## config.mk

```make
export PLATFORM = sky130hd
export DESIGN_NAME = ahb_slave_mux_np
export DESIGN_NICKNAME = d
export VERILOG_FILES = /design/src/rtl/ahb_mux_pkg.sv /design/src/rtl/ahb_mux_onehot_enc.sv /design/src/rtl/ahb_slave_mux_np.sv
export SDC_FILE = /design/constraint.sdc
export NUM_CORES = 1
export LEC_CHECK = 0
export ABC_AREA = 1
export CAP_MARGIN = 20
export CORE_AREA = 2 2 155 157
export CTS_BUF_LIST = sky130_fd_sc_hd__clkbuf_4
export DETAILED_ROUTE_END_ITERATION = 10
export DIE_AREA = 0 0 157 159
export HOLD_SLACK_MARGIN = 0.06
export PLACE_DENSITY = 0.5
export SLEW_MARGIN = 20
export SYNTH_ARGS = -nofsm -noshare
export SYNTH_HDL_FRONTEND = slang
export SYNTH_SLANG_ARGS = --single-unit
export TNS_END_PERCENT = 50
```

## constraint.sdc

```tcl
create_clock -name HCLK -period 1.7 [get_ports HCLK]
set_clock_uncertainty 0.1 [all_clocks]
set_input_delay 0.17 -clock HCLK [delete_from_list [all_inputs] [get_ports HCLK]]
set_output_delay 0.17 -clock HCLK [all_outputs]
set_load 0.01 [all_outputs]
```

## src/rtl/ahb_mux_pkg.sv

```systemverilog
// Shared types and constants for the AHB-Lite slave response multiplexer.
// Holds the data-phase state encoding, HTRANS/HRESP encodings and the
// helper that sizes the registered port index.
package ahb_mux_pkg;

  typedef enum logic [1:0] {
    ST_IDLE  = 2'd0,
    ST_SLAVE = 2'd1,
    ST_ERR1  = 2'd2,
    ST_ERR2  = 2'd3
  } mux_state_e;

  localparam logic [1:0] HTRANS_IDLE   = 2'b00;
  localparam logic [1:0] HTRANS_BUSY   = 2'b01;
  localparam logic [1:0] HTRANS_NONSEQ = 2'b10;
  localparam logic [1:0] HTRANS_SEQ    = 2'b11;

  localparam logic HRESP_OKAY  = 1'b0;
  localparam logic HRESP_ERROR = 1'b1;

  // A single-port mux still needs a one-bit index register.
  function automatic int idxWidth(input int nports);
    return (nports <= 1) ? 1 : $clog2(nports);
  endfunction

endpackage

```

## src/rtl/ahb_mux_onehot_enc.sv

```systemverilog
// Priority encoder from the masked HSEL vector to a port index.
// The lowest set bit wins so a faulty multi-hot decoder still yields a
// deterministic selection; valid_o is low when no bit is set.
module ahb_mux_onehot_enc
  import ahb_mux_pkg::*;
#(
  parameter int NPORTS = 10,
  parameter int IW     = idxWidth(NPORTS)
) (
  input  logic [NPORTS-1:0] sel_i,
  output logic [IW-1:0]     idx_o,
  output logic              valid_o
);

  // Scan from the top down so the last hit, the lowest index, is kept.
  always_comb begin
    idx_o   = '0;
    valid_o = 1'b0;
    for (int i = NPORTS - 1; i >= 0; i--) begin
      if (sel_i[i]) begin
        idx_o   = IW'(i);
        valid_o = 1'b1;
      end
    end
  end

endmodule

```

## src/rtl/ahb_slave_mux_np.sv

```systemverilog
// Parametrised AHB-Lite slave-side response multiplexer with a built-in
// default slave that answers unmapped or disabled accesses with a two-cycle
// ERROR. Defining AHB_SLAVE_MUX_TIMEOUT_EN adds a stall watchdog that
// aborts a hung slave into the ERROR sequence and reports the port.
module ahb_slave_mux_np
  import ahb_mux_pkg::*;
#(
  parameter int                NPORTS         = 10,
  parameter int                DW             = 32,
  parameter logic [NPORTS-1:0] PORT_EN        = {NPORTS{1'b1}},
  parameter int                TIMEOUT_CYCLES = 256
) (
  input  logic                 HCLK,
  input  logic                 HRESETn,
  input  logic                 HREADY,
  input  logic [1:0]           HTRANS,
  input  logic [NPORTS-1:0]    HSEL,
  input  logic [NPORTS-1:0]    HREADYOUT_S,
  input  logic [NPORTS-1:0]    HRESP_S,
  input  logic [NPORTS*DW-1:0] HRDATA_S,
  output logic                 HREADYOUT,
  output logic                 HRESP,
  output logic [DW-1:0]        HRDATA,
  output logic                 TIMEOUT_PULSE,
  output logic [4:0]           TIMEOUT_PORT
);

  localparam int IW = idxWidth(NPORTS);

  mux_state_e        state_q, state_d;
  logic [IW-1:0]     sel_q, sel_d;
  logic [NPORTS-1:0] selMasked;
  logic [IW-1:0]     encIdx;
  logic              encValid;
  logic              transActive;
  logic              slvReady;
  logic              slvResp;
  logic [DW-1:0]     slvData;
  logic              abort;

  // Disabled ports are removed before encoding so they can never be selected.
  assign selMasked   = HSEL & PORT_EN;
  assign transActive = (HTRANS == HTRANS_NONSEQ) || (HTRANS == HTRANS_SEQ);

  ahb_mux_onehot_enc #(
    .NPORTS (NPORTS),
    .IW     (IW)
  ) u_enc (
    .sel_i   (selMasked),
    .idx_o   (encIdx),
    .valid_o (encValid)
  );

  assign slvReady = HREADYOUT_S[sel_q];
  assign slvResp  = HRESP_S[sel_q];
  assign slvData  = HRDATA_S[int'(sel_q)*DW +: DW];

`ifdef AHB_SLAVE_MUX_TIMEOUT_EN
  localparam int CW = $clog2(TIMEOUT_CYCLES);

  logic [CW-1:0] cnt_q, cnt_d;
  logic          pulse_q;
  logic [4:0]    port_q;

  // A slave that becomes ready on the limit cycle is not stalled, so it wins.
  assign abort = (state_q == ST_SLAVE) && !slvReady &&
                 (cnt_q == CW'(TIMEOUT_CYCLES - 1));

  // Count only cycles spent waiting on the selected slave in this data phase.
  always_comb begin
    cnt_d = '0;
    if ((state_q == ST_SLAVE) && !slvReady && !HREADY && !abort) begin
      cnt_d = cnt_q + CW'(1);
    end
  end

  // Watchdog counter, abort strobe and the port that last timed out.
  always_ff @(posedge HCLK or negedge HRESETn) begin
    if (!HRESETn) begin
      cnt_q   <= '0;
      pulse_q <= 1'b0;
      port_q  <= '0;
    end else begin
      cnt_q   <= cnt_d;
      pulse_q <= abort;
      if (abort) begin
        port_q <= 5'(sel_q);
      end
    end
  end

  assign TIMEOUT_PULSE = pulse_q;
  assign TIMEOUT_PORT  = port_q;
`else
  assign abort         = 1'b0;
  assign TIMEOUT_PULSE = 1'b0;
  assign TIMEOUT_PORT  = 5'd0;
`endif

  // Data-phase ownership and selected port registers.
  always_ff @(posedge HCLK or negedge HRESETn) begin
    if (!HRESETn) begin
      state_q <= ST_IDLE;
      sel_q   <= '0;
    end else begin
      state_q <= state_d;
      sel_q   <= sel_d;
    end
  end

  // Next state: ERR1 always completes, a watchdog abort overrides the stall,
  // otherwise a new address phase is taken whenever HREADY is high.
  always_comb begin
    state_d = state_q;
    sel_d   = sel_q;
    if (state_q == ST_ERR1) begin
      state_d = ST_ERR2;
    end else if (abort) begin
      state_d = ST_ERR1;
    end else if (HREADY) begin
      if (encValid) begin
        state_d = ST_SLAVE;
        sel_d   = encIdx;
      end else if (transActive) begin
        state_d = ST_ERR1;
      end else begin
        state_d = ST_IDLE;
      end
    end
  end

  // Response mux: the owning slave in SLAVE, the default slave otherwise.
  always_comb begin
    HREADYOUT = 1'b1;
    HRESP     = HRESP_OKAY;
    HRDATA    = '0;
    case (state_q)
      ST_SLAVE: begin
        HREADYOUT = slvReady;
        HRESP     = slvResp;
        HRDATA    = slvData;
      end
      ST_ERR1: begin
        HREADYOUT = 1'b0;
        HRESP     = HRESP_ERROR;
      end
      ST_ERR2: begin
        HRESP     = HRESP_ERROR;
      end
      default: begin
        HREADYOUT = 1'b1;
      end
    endcase
  end

  // More than one enabled select in an address phase means the decoder is broken.
  assert property (@(posedge HCLK) disable iff (!HRESETn) HREADY |-> $onehot0(selMasked));

endmodule

```

Word level (Yosys, flattened, before mapping)

Cells that the tools add are included.
W data, S select, Z words.

Register bits: 6
Input port bits: 355
Output and inout bits: 40
Logic and storage cells: 45

Order comparisons: 1
Equality and inequality tests: 5
Shift-type cells: 1
Multiplexer cells: 31
Bitwise operators: 1
Reductions and logical operators: 4

Operators with widths:

| cell                 | count |
|---|---|
| $shiftx A320 B10 Y32 | 1 |
| $mux W4              | 10 |
| $mux W32             | 1 |
| $mux W1              | 12 |
| $bmux W1 S4          | 2 |
| $eq A2 B2 Y1 const B | 4 |
| $mux W2              | 4 |
| $lt A4 B5 Y1 const B | 1 |
| $pmux W1 S2          | 2 |
| $reduce_and A3 Y1    | 1 |
| $eq A2 B1 Y1 const B | 1 |
| $reduce_bool A2 Y1   | 1 |
| $reduce_or A2 Y1     | 1 |
| $logic_or A1 B1 Y1   | 1 |
| $not A1 Y1           | 1 |

Logic depth before layout (Yosys ltp)

Gate-level depths: netlist of the first run.

Word-level depth: 13
Depth in mapped cells: 11
Gate-level depth less buffers: 11

Modules after synthesis

Synthesis of the first run repeated with hierarchy kept, for this count alone.

Cell total of the unflattened synthesis: 856
Area, all modules: 3937.5 µm²

By module, submodules not included:

| module             | instances | cells an instance | area an instance (µm²) | sequential area each (µm²) |
|---|---|---|---|---|
| ahb_slave_mux_np   | 1         | 828               | 3817.4                 | 150.1 |
| ahb_mux_onehot_enc | 1         | 28                | 120.1                  | 0.0 |

Worst setup path before layout of the first run

No wires, ideal clock.

Path kind: reg-to-output
Start: register sel_q[0]
End: output HRDATA[11]
Arrival: 1.311 ns
Required time: 1.430 ns
Path slack: 0.119 ns
Cell stages (with the launch flop): 10
Cells stage by stage: dfrtp_1 buf_6 inv_6 buf_6 buf_8 buf_4 nand2_1 nand2_1 nand2_1 a21oi_1

Cells in the longest elaborated chain, start to end: 2

Ends and longest elaborated chain:

| what                   | line                    | RTL |
|---|---|---|
| start, declared        | ahb_slave_mux_np.sv:31  | `logic [IW-1:0] sel_q, sel_d;` |
| start signal, assigned | ahb_slave_mux_np.sv:107 | `sel_q <= sel_d;` |
| $shiftx A320 B10 Y32   | ahb_slave_mux_np.sv:56  | `assign slvData = HRDATA_S[int'(sel_q)*DW +: DW];` |
| $mux W32               | ahb_slave_mux_np.sv:137 | `case (state_q)` |
| end, declared          | ahb_slave_mux_np.sv:23  | `output logic [DW-1:0] HRDATA,` |

No other way between the ends.

Final worst setup path of the first run

Start: register sel_q[0]
End: output HRDATA[17]

Same word-level chain as after synthesis.

==> results of run 1 <==
## registers in the layout, summed over array words and instances (netlist names)
signal / count
sel_q: 4
state_q: 2
## worst min-delay path by stage
| stage | endpoint | cells after the start | slack (ps) | from |
|---|---|---|---|---|
| final | sel_q[1]$_DFFE_PN0P_ | 1 | 80 | HRESETn |
| after global placement | state_q[1]$_DFFE_PN0P_ | 1 | 350 | HRESETn |
| after CTS | sel_q[1]$_DFFE_PN0P_ | 1 | 70 | HRESETn |
| after detailed placement | state_q[1]$_DFFE_PN0P_ | 1 | 340 | HRESETn |
| after global routing | sel_q[1]$_DFFE_PN0P_ | 1 | 100 | HRESETn |
| after floorplan | sel_q[0]$_DFFE_PN0P_ | 0 | -230 | HRESETn |
## routing by layer
metal | part of all wire (%) | track usage [%] | routed length [um]
met5 | 0 | 0 | 0
met4 | 2.5 | 5.38 | 674
met3 | 7.7 | 3.76 | 2100
met2 | 48 | 36.9 | 13300
met1 | 42 | 25.0 | 11400
## cell usage in the layout, fill, tap and decap left out, drive strengths merged
master,count
buf,141
bufbuf,1
clkbuf,5
nand2,305
a21oi,36
o21ai,105
nand3,106
nand4,1
nor3,1
clkdlybuf4s50,353
conb,6
dfrtp,6
nor2,205
inv,15
clkinv,2
## cells by family (layout without fill, tap and decap cells)
group,Yosys count,in the layout
other cells,1,6
compound gates,141,141
buf+inv,90,517
simple gates,618,618
flops,6,6
## cell type report
cell class	count	area, um2
fillers	2539	13700
repair buffers	496	5200
multi-input cells	765	3590
well taps	319	399
flip-flops and latches	6	159
inverters	17	76.3
clock buffers	4	30.0
## repair_timing
item | CTS | global route
gates resized for setup | 234 | 96
setup buffers | 17 | 4
endpoints found under the setup margin | 34 | 34
cloned | 10 | 1
hold endpoints to repair | 0 | 0
pin swaps | 33 | 52
## power breakdown
part	switching [mW]	total [mW]	internal, mW
clock	0.0550	0.160	0.105
sequential	0.00932	0.162	0.153
combinational	1.36	3.11	1.75
## metrics by stage
stage | total power, mW | cells
floorplan | 1.27 | 861
global placement | 2.82 | 1574
detailed placement | 2.81 | 1574
CTS | 3.32 | 1605
global route | 3.72 | 1607
finish | 3.43 | 1607
==> impl_metrics.env, run 1 <==
export IMPL_synth_top_family_by_area="simple AND/OR/NAND/NOR gates"
export IMPL_yosysSeqAreaShare_pct=3.93
export IMPL_endpoint_kind="output port"
export IMPL_r2r_end="sel_q[0]$_DFFE_PN0P_"
export IMPL_crit_required_ps=1430
export IMPL_avgSynthCellArea_um2=4.47
export IMPL_slowest_stage="dfrtp_4"
export IMPL_fp_coreArea_um2=23200
export IMPL_synthAdderAreaFrac_pct=0
export IMPL_num_vias=7138
export IMPL_die_w_um=157
export IMPL_drt_initial_drc_count=378
export IMPL_regToRegSetupSlack_ps=260
export IMPL_layout_area_overhead_vs_synth_pct=147
export IMPL_worst_setup_path_start_kind="register"
export IMPL_post_route_drc_count=0
export IMPL_syn_area_um2=3820
export IMPL_io_buffers=387
export IMPL_synthXorXnorAreaFrac_pct=0
export IMPL_dp_slack_ps=-641
export IMPL_firstDrtPassIters=5
export IMPL_utilization_pct=40.7
export IMPL_rows=56
export IMPL_p_leak_nw=4.13
export IMPL_cp_depth=10
export IMPL_hp_class="in2async"
export IMPL_synth_cells=856
export IMPL_ys_ff_latch=6
export IMPL_setup_slack_ps=-520
export IMPL_startpoint="sel_q[0]$_DFFE_PN0P_"
export IMPL_yosysMostFrequentCell="nand2_1"
export IMPL_fmax_ghz=0.450
export IMPL_cts_htree_levels=1
export IMPL_path_cells="buf_6 -> buf_12 -> bufbuf_16 -> nor2_4 -> nor2_1 -> o21ai_1 -> nand3_1 -> nand3_2 -> a21oi_2 -> buf_2"
export IMPL_overflow=0
export IMPL_yosys_most_used_dff="dfrtp_1"
export IMPL_hpwl_mm=20.4
export IMPL_clockBufferDepth=2
export IMPL_irDropWorstVdd_mv=0.155
export IMPL_wirelength_mm=27.4
export IMPL_crit_arrival_ps=1950
export IMPL_rsz0062_at_grt="true"
export IMPL_synth_simple_area_share_pct=64.2
export IMPL_cts_root_buf="clkbuf_4"
export IMPL_final_layout_size_suffix_gt1_share_pct=19.4
export IMPL_tritoncts="yes"
export IMPL_synth_warnings=0
export IMPL_synth_compound_area_share_pct=18.4
export IMPL_crit_path_end="HRDATA[17]"
export IMPL_path_buf_inv=4
export IMPL_cp_top_family="buffers and inverters"
export IMPL_hold_viol=0
export IMPL_die_area_um2=25000
export IMPL_yosys_top_cells_count="nand2_1, nor2_1, nand3_1"
export IMPL_crit_type="reg2out"
export IMPL_die_y_um=159
export IMPL_finalCriticalPeriod_ps=2220
export IMPL_worstRegToRegCells=9
export IMPL_clk_pin_slew_ps=50
export IMPL_routabilityCongestion=0.856
export IMPL_grt_max_degree=34
export IMPL_netlist_top_cells_area="nand2_1, nor2_1, nand3_1"
export IMPL_detail_route_antenna_nets=0
export IMPL_outcome="complete, but fails checks"
export IMPL_hold_ws_ps=76.5
export IMPL_antenna_found_initial=0
export IMPL_yosys_mux_area_fraction_pct=0
export IMPL_cts_buffers=3
export IMPL_setup_violations_final=34
export IMPL_hold_buffers=0
export IMPL_start_util_pct=16.5
export IMPL_synth_cell_types=21
export IMPL_cpPeakStageDelay_ps=500
export IMPL_fin_setup_tns_ps=-15010
export IMPL_finalCritPeriodShare_pct=131
export IMPL_clock_latency_ps=240
export IMPL_grt_pass1_wl_mm=39.9
export IMPL_fin_nets=1644
export IMPL_clock_sink_count=6
export IMPL_grt_pass1_vias=7168
export IMPL_top_level_ports=395
export IMPL_grt_use_total_pct=20.6
export IMPL_n_antenna_cell=0
export IMPL_synth_largest_area_cell="nand2_1"
export IMPL_powerDensity_nw_per_um2=363
export IMPL_violations="setup timing"
export IMPL_cap_violations=0
export IMPL_detail_route_wl_per_cell_um=17.1
export IMPL_slew_violations=0
export IMPL_synth_edf_count=0
export IMPL_design_area_um2=9450
export IMPL_postPlaceCellArea_um2=8500
export IMPL_synth_top_area_share_pct=29.9
export IMPL_critPathMaxFanout=11
export IMPL_async_reset_ff_share_pct=100
export IMPL_detail_route_vias_per_cell=4.44
export IMPL_reg2reg_from="state_q[1]$_DFFE_PN0P_"
Power figures use the tool's default switching activity.
==> inputs of run 2 (changes only) <==
ABC_AREA = unset   (was 1)
CORE_AREA = 2 2 151 153   (was 2 2 155 157)
DIE_AREA = 0 0 153 155   (was 0 0 157 159)
PLACE_DENSITY = 0.51   (was 0.5)
SLEW_MARGIN = unset   (was 20)
==> impl_metrics.env, run 2 <==
export IMPL_grt_max_degree=31
export IMPL_crit_arrival_ps=2010
export IMPL_hold_buffers=0
export IMPL_num_vias=4912
export IMPL_yosys_top_cells_count="mux2i_1, nand2_1, a21oi_1"
export IMPL_utilization_pct=38.5
export IMPL_hold_ws_ps=76.3
export IMPL_fmax_ghz=0.438
export IMPL_layout_commonest_cell="clkdlybuf4s50_1"
export IMPL_reg_top3="sel_q: 4 flops, state_q: 2 flops"
export IMPL_avgSynthCellArea_um2=9.60
export IMPL_slew_violations=0
export IMPL_cp_common_cell="buf_12"
export IMPL_power_total_mw=2.83
export IMPL_cpPeakStageDelay_ps=520
export IMPL_synth_warnings=0
export IMPL_clock_latency_ps=230
export IMPL_fin_nets=1150
export IMPL_hp_class="in2async"
export IMPL_largest_reg_flops=4
export IMPL_outcome="complete, but fails checks"
export IMPL_die_w_um=153
export IMPL_slowest_stage="mux4_2"
export IMPL_irDropWorstVdd_mv=0.144
export IMPL_drt_initial_drc_count=166
export IMPL_synth_top_area_share_pct=21.8
export IMPL_netlist_top_cells_area="mux4_2, mux2i_1, a221oi_2"
export IMPL_fp_coreArea_um2=22200
export IMPL_n_fill_cell=2248
export IMPL_post_route_drc_count=0
export IMPL_setup_slack_ps=-584
export IMPL_layout_area_overhead_vs_synth_pct=144
export IMPL_detail_route_wl_per_cell_um=20.1
export IMPL_die_y_um=155
export IMPL_cap_violations=0
export IMPL_endpoint_kind="output port"
export IMPL_setup_violations_final=35
export IMPL_powerDensity_nw_per_um2=330
export IMPL_synth_cell_types=33
export IMPL_detail_route_antenna_nets=0
export IMPL_path_cells="buf_12 -> buf_8 -> buf_12 -> mux4_2 -> o21ai_2 -> a21oi_2 -> buf_2"
export IMPL_yosys_most_used_dff="dfrtp_1"
export IMPL_antenna_found_initial=2
export IMPL_async_reset_ff_share_pct=100
export IMPL_grt_use_total_pct=16.9
export IMPL_synth_cells=366
export IMPL_clk_pin_slew_ps=50
export IMPL_critPathMaxFanout=10
export IMPL_cts_root_buf="clkbuf_4"
export IMPL_postPlaceCellArea_um2=8170
export IMPL_yosysMostFrequentCell="mux2i_1"
export IMPL_cts_buffers=3
export IMPL_fin_setup_tns_ps=-17630
export IMPL_grt_pass1_wl_mm=31.5
export IMPL_dp_cells=1051
export IMPL_ys_ff_latch=6
export IMPL_io_buffers=387
export IMPL_grt_pass1_vias=5377
export IMPL_design_area_um2=8560
export IMPL_clock_sink_count=6
export IMPL_final_cell_mix="clkdlybuf4s50_1, mux2i_1, buf_4"
export IMPL_finalCritPeriodShare_pct=134
export IMPL_finalCriticalPeriod_ps=2280
export IMPL_die_area_um2=23700
export IMPL_tritoncts="yes"
export IMPL_clockBufferDepth=2
export IMPL_hpwl_mm=17.7
export IMPL_p_leak_nw=3.12
export IMPL_rows=55
export IMPL_overflow=0
export IMPL_violations="setup timing"
export IMPL_start_util_pct=15.8
export IMPL_firstDrtPassIters=4
export IMPL_wirelength_mm=21.7
export IMPL_hold_viol=0
export IMPL_fin_cells=1080
export IMPL_crit_required_ps=1430
export IMPL_regMostFlops="sel_q"
export IMPL_synth_edf_count=0
export IMPL_detail_route_vias_per_cell=4.55
export IMPL_crit_type="reg2out"
export IMPL_final_layout_size_suffix_gt1_share_pct=35.5
export IMPL_worst_setup_path_start_kind="register"
export IMPL_dp_slack_ps=-678
export IMPL_syn_area_um2=3510
export IMPL_routabilityCongestion=0.926
export IMPL_cts_htree_levels=1
export IMPL_yosysSeqAreaShare_pct=4.28
export IMPL_synth_largest_area_cell="mux4_2"
export IMPL_regToRegSetupSlack_ps=-20
export IMPL_top_level_ports=395
export IMPL_rsz0062_at_grt="true"
-- run 2: area by class of cell --
cell class | count | area [um2] | area share (%)
inverter | 2 | 7.51 | 0.0877
sequential | 6 | 158 | 1.84
timing repair buffer | 468 | 4730 | 55.3
multi-input combinational | 314 | 3280 | 38.3
antenna | 1 | 2.50 | 0.0292
tap | 285 | 357 | 4.16
clock buffer | 4 | 30.0 | 0.351
-- run 2: cell families after synthesis --
group	count (synthesis)	synth area share [%]
other	1	0.107
AOI/OAI and AO/OA	111	25.7
buffers and inverters	51	10.3
muxes	136	52.1
DFF	6	4.27
and+or+nand+nor	61	7.59
-- run 2: critical path: cells and delay by family (launching register included) --
kind | cells | cell delay, ps
DFF | 1 | 480
buffers and inverters | 4 | 550
AOI/OAI and AO/OA | 2 | 220
muxes | 1 | 520
-- run 2: report_power, final --
| group | leakage (nW) | total [mW] | switching, mW | internal (mW) |
|---|---|---|---|---|
| Clock | 0.0184 | 0.154 | 0.0496 | 0.105 |
| Combinational | 3.03 | 2.51 | 0.877 | 1.63 |
| Sequential | 0.0724 | 0.163 | 0.0107 | 0.152 |
-- run 2: path summary, 6_finish.rpt --
| kind | to | startpoint | cells after the start |
|---|---|---|---|
| setup / recovery | HRDATA[29] | sel_q[0]$_DFFE_PN0P_ | 7 |
| hold / removal | sel_q[0]$_DFFE_PN0P_ | HRESETn | 1 |
| setup reg to reg | sel_q[0]$_DFFE_PN0P_ | state_q[1]$_DFFE_PN0P_ | 5 |
| hold reg to reg | state_q[0]$_DFFE_PN0P_ | state_q[0]$_DFFE_PN0P_ | 2 |
| max in group asynchronous | sel_q[3]$_DFFE_PN0P_ | HRESETn | 1 |
| min in group HCLK | state_q[1]$_DFFE_PN0P_ | HTRANS[1] | 2 |
-- run 2: per-layer routing --
metal / vias to the layer above / routed length [um] / track usage [%]
li1: 2320 / - / -
met1: 2350 / 8710 / 20.4
met2: 210 / 11400 / 31.6
met3: 30 / 1200 / 2.37
met4: 2 / 431 / 3.88
met5: - / 10 / 0
-- run 2: what timing repair did --
action / 4_1_cts / 5_1_grt
setup buffers: 13 / 8
pin swaps: 34 / 24
resized for setup: 171 / 23
gates cloned: 3 / 1
endpoints found under the setup margin: 36 / 38
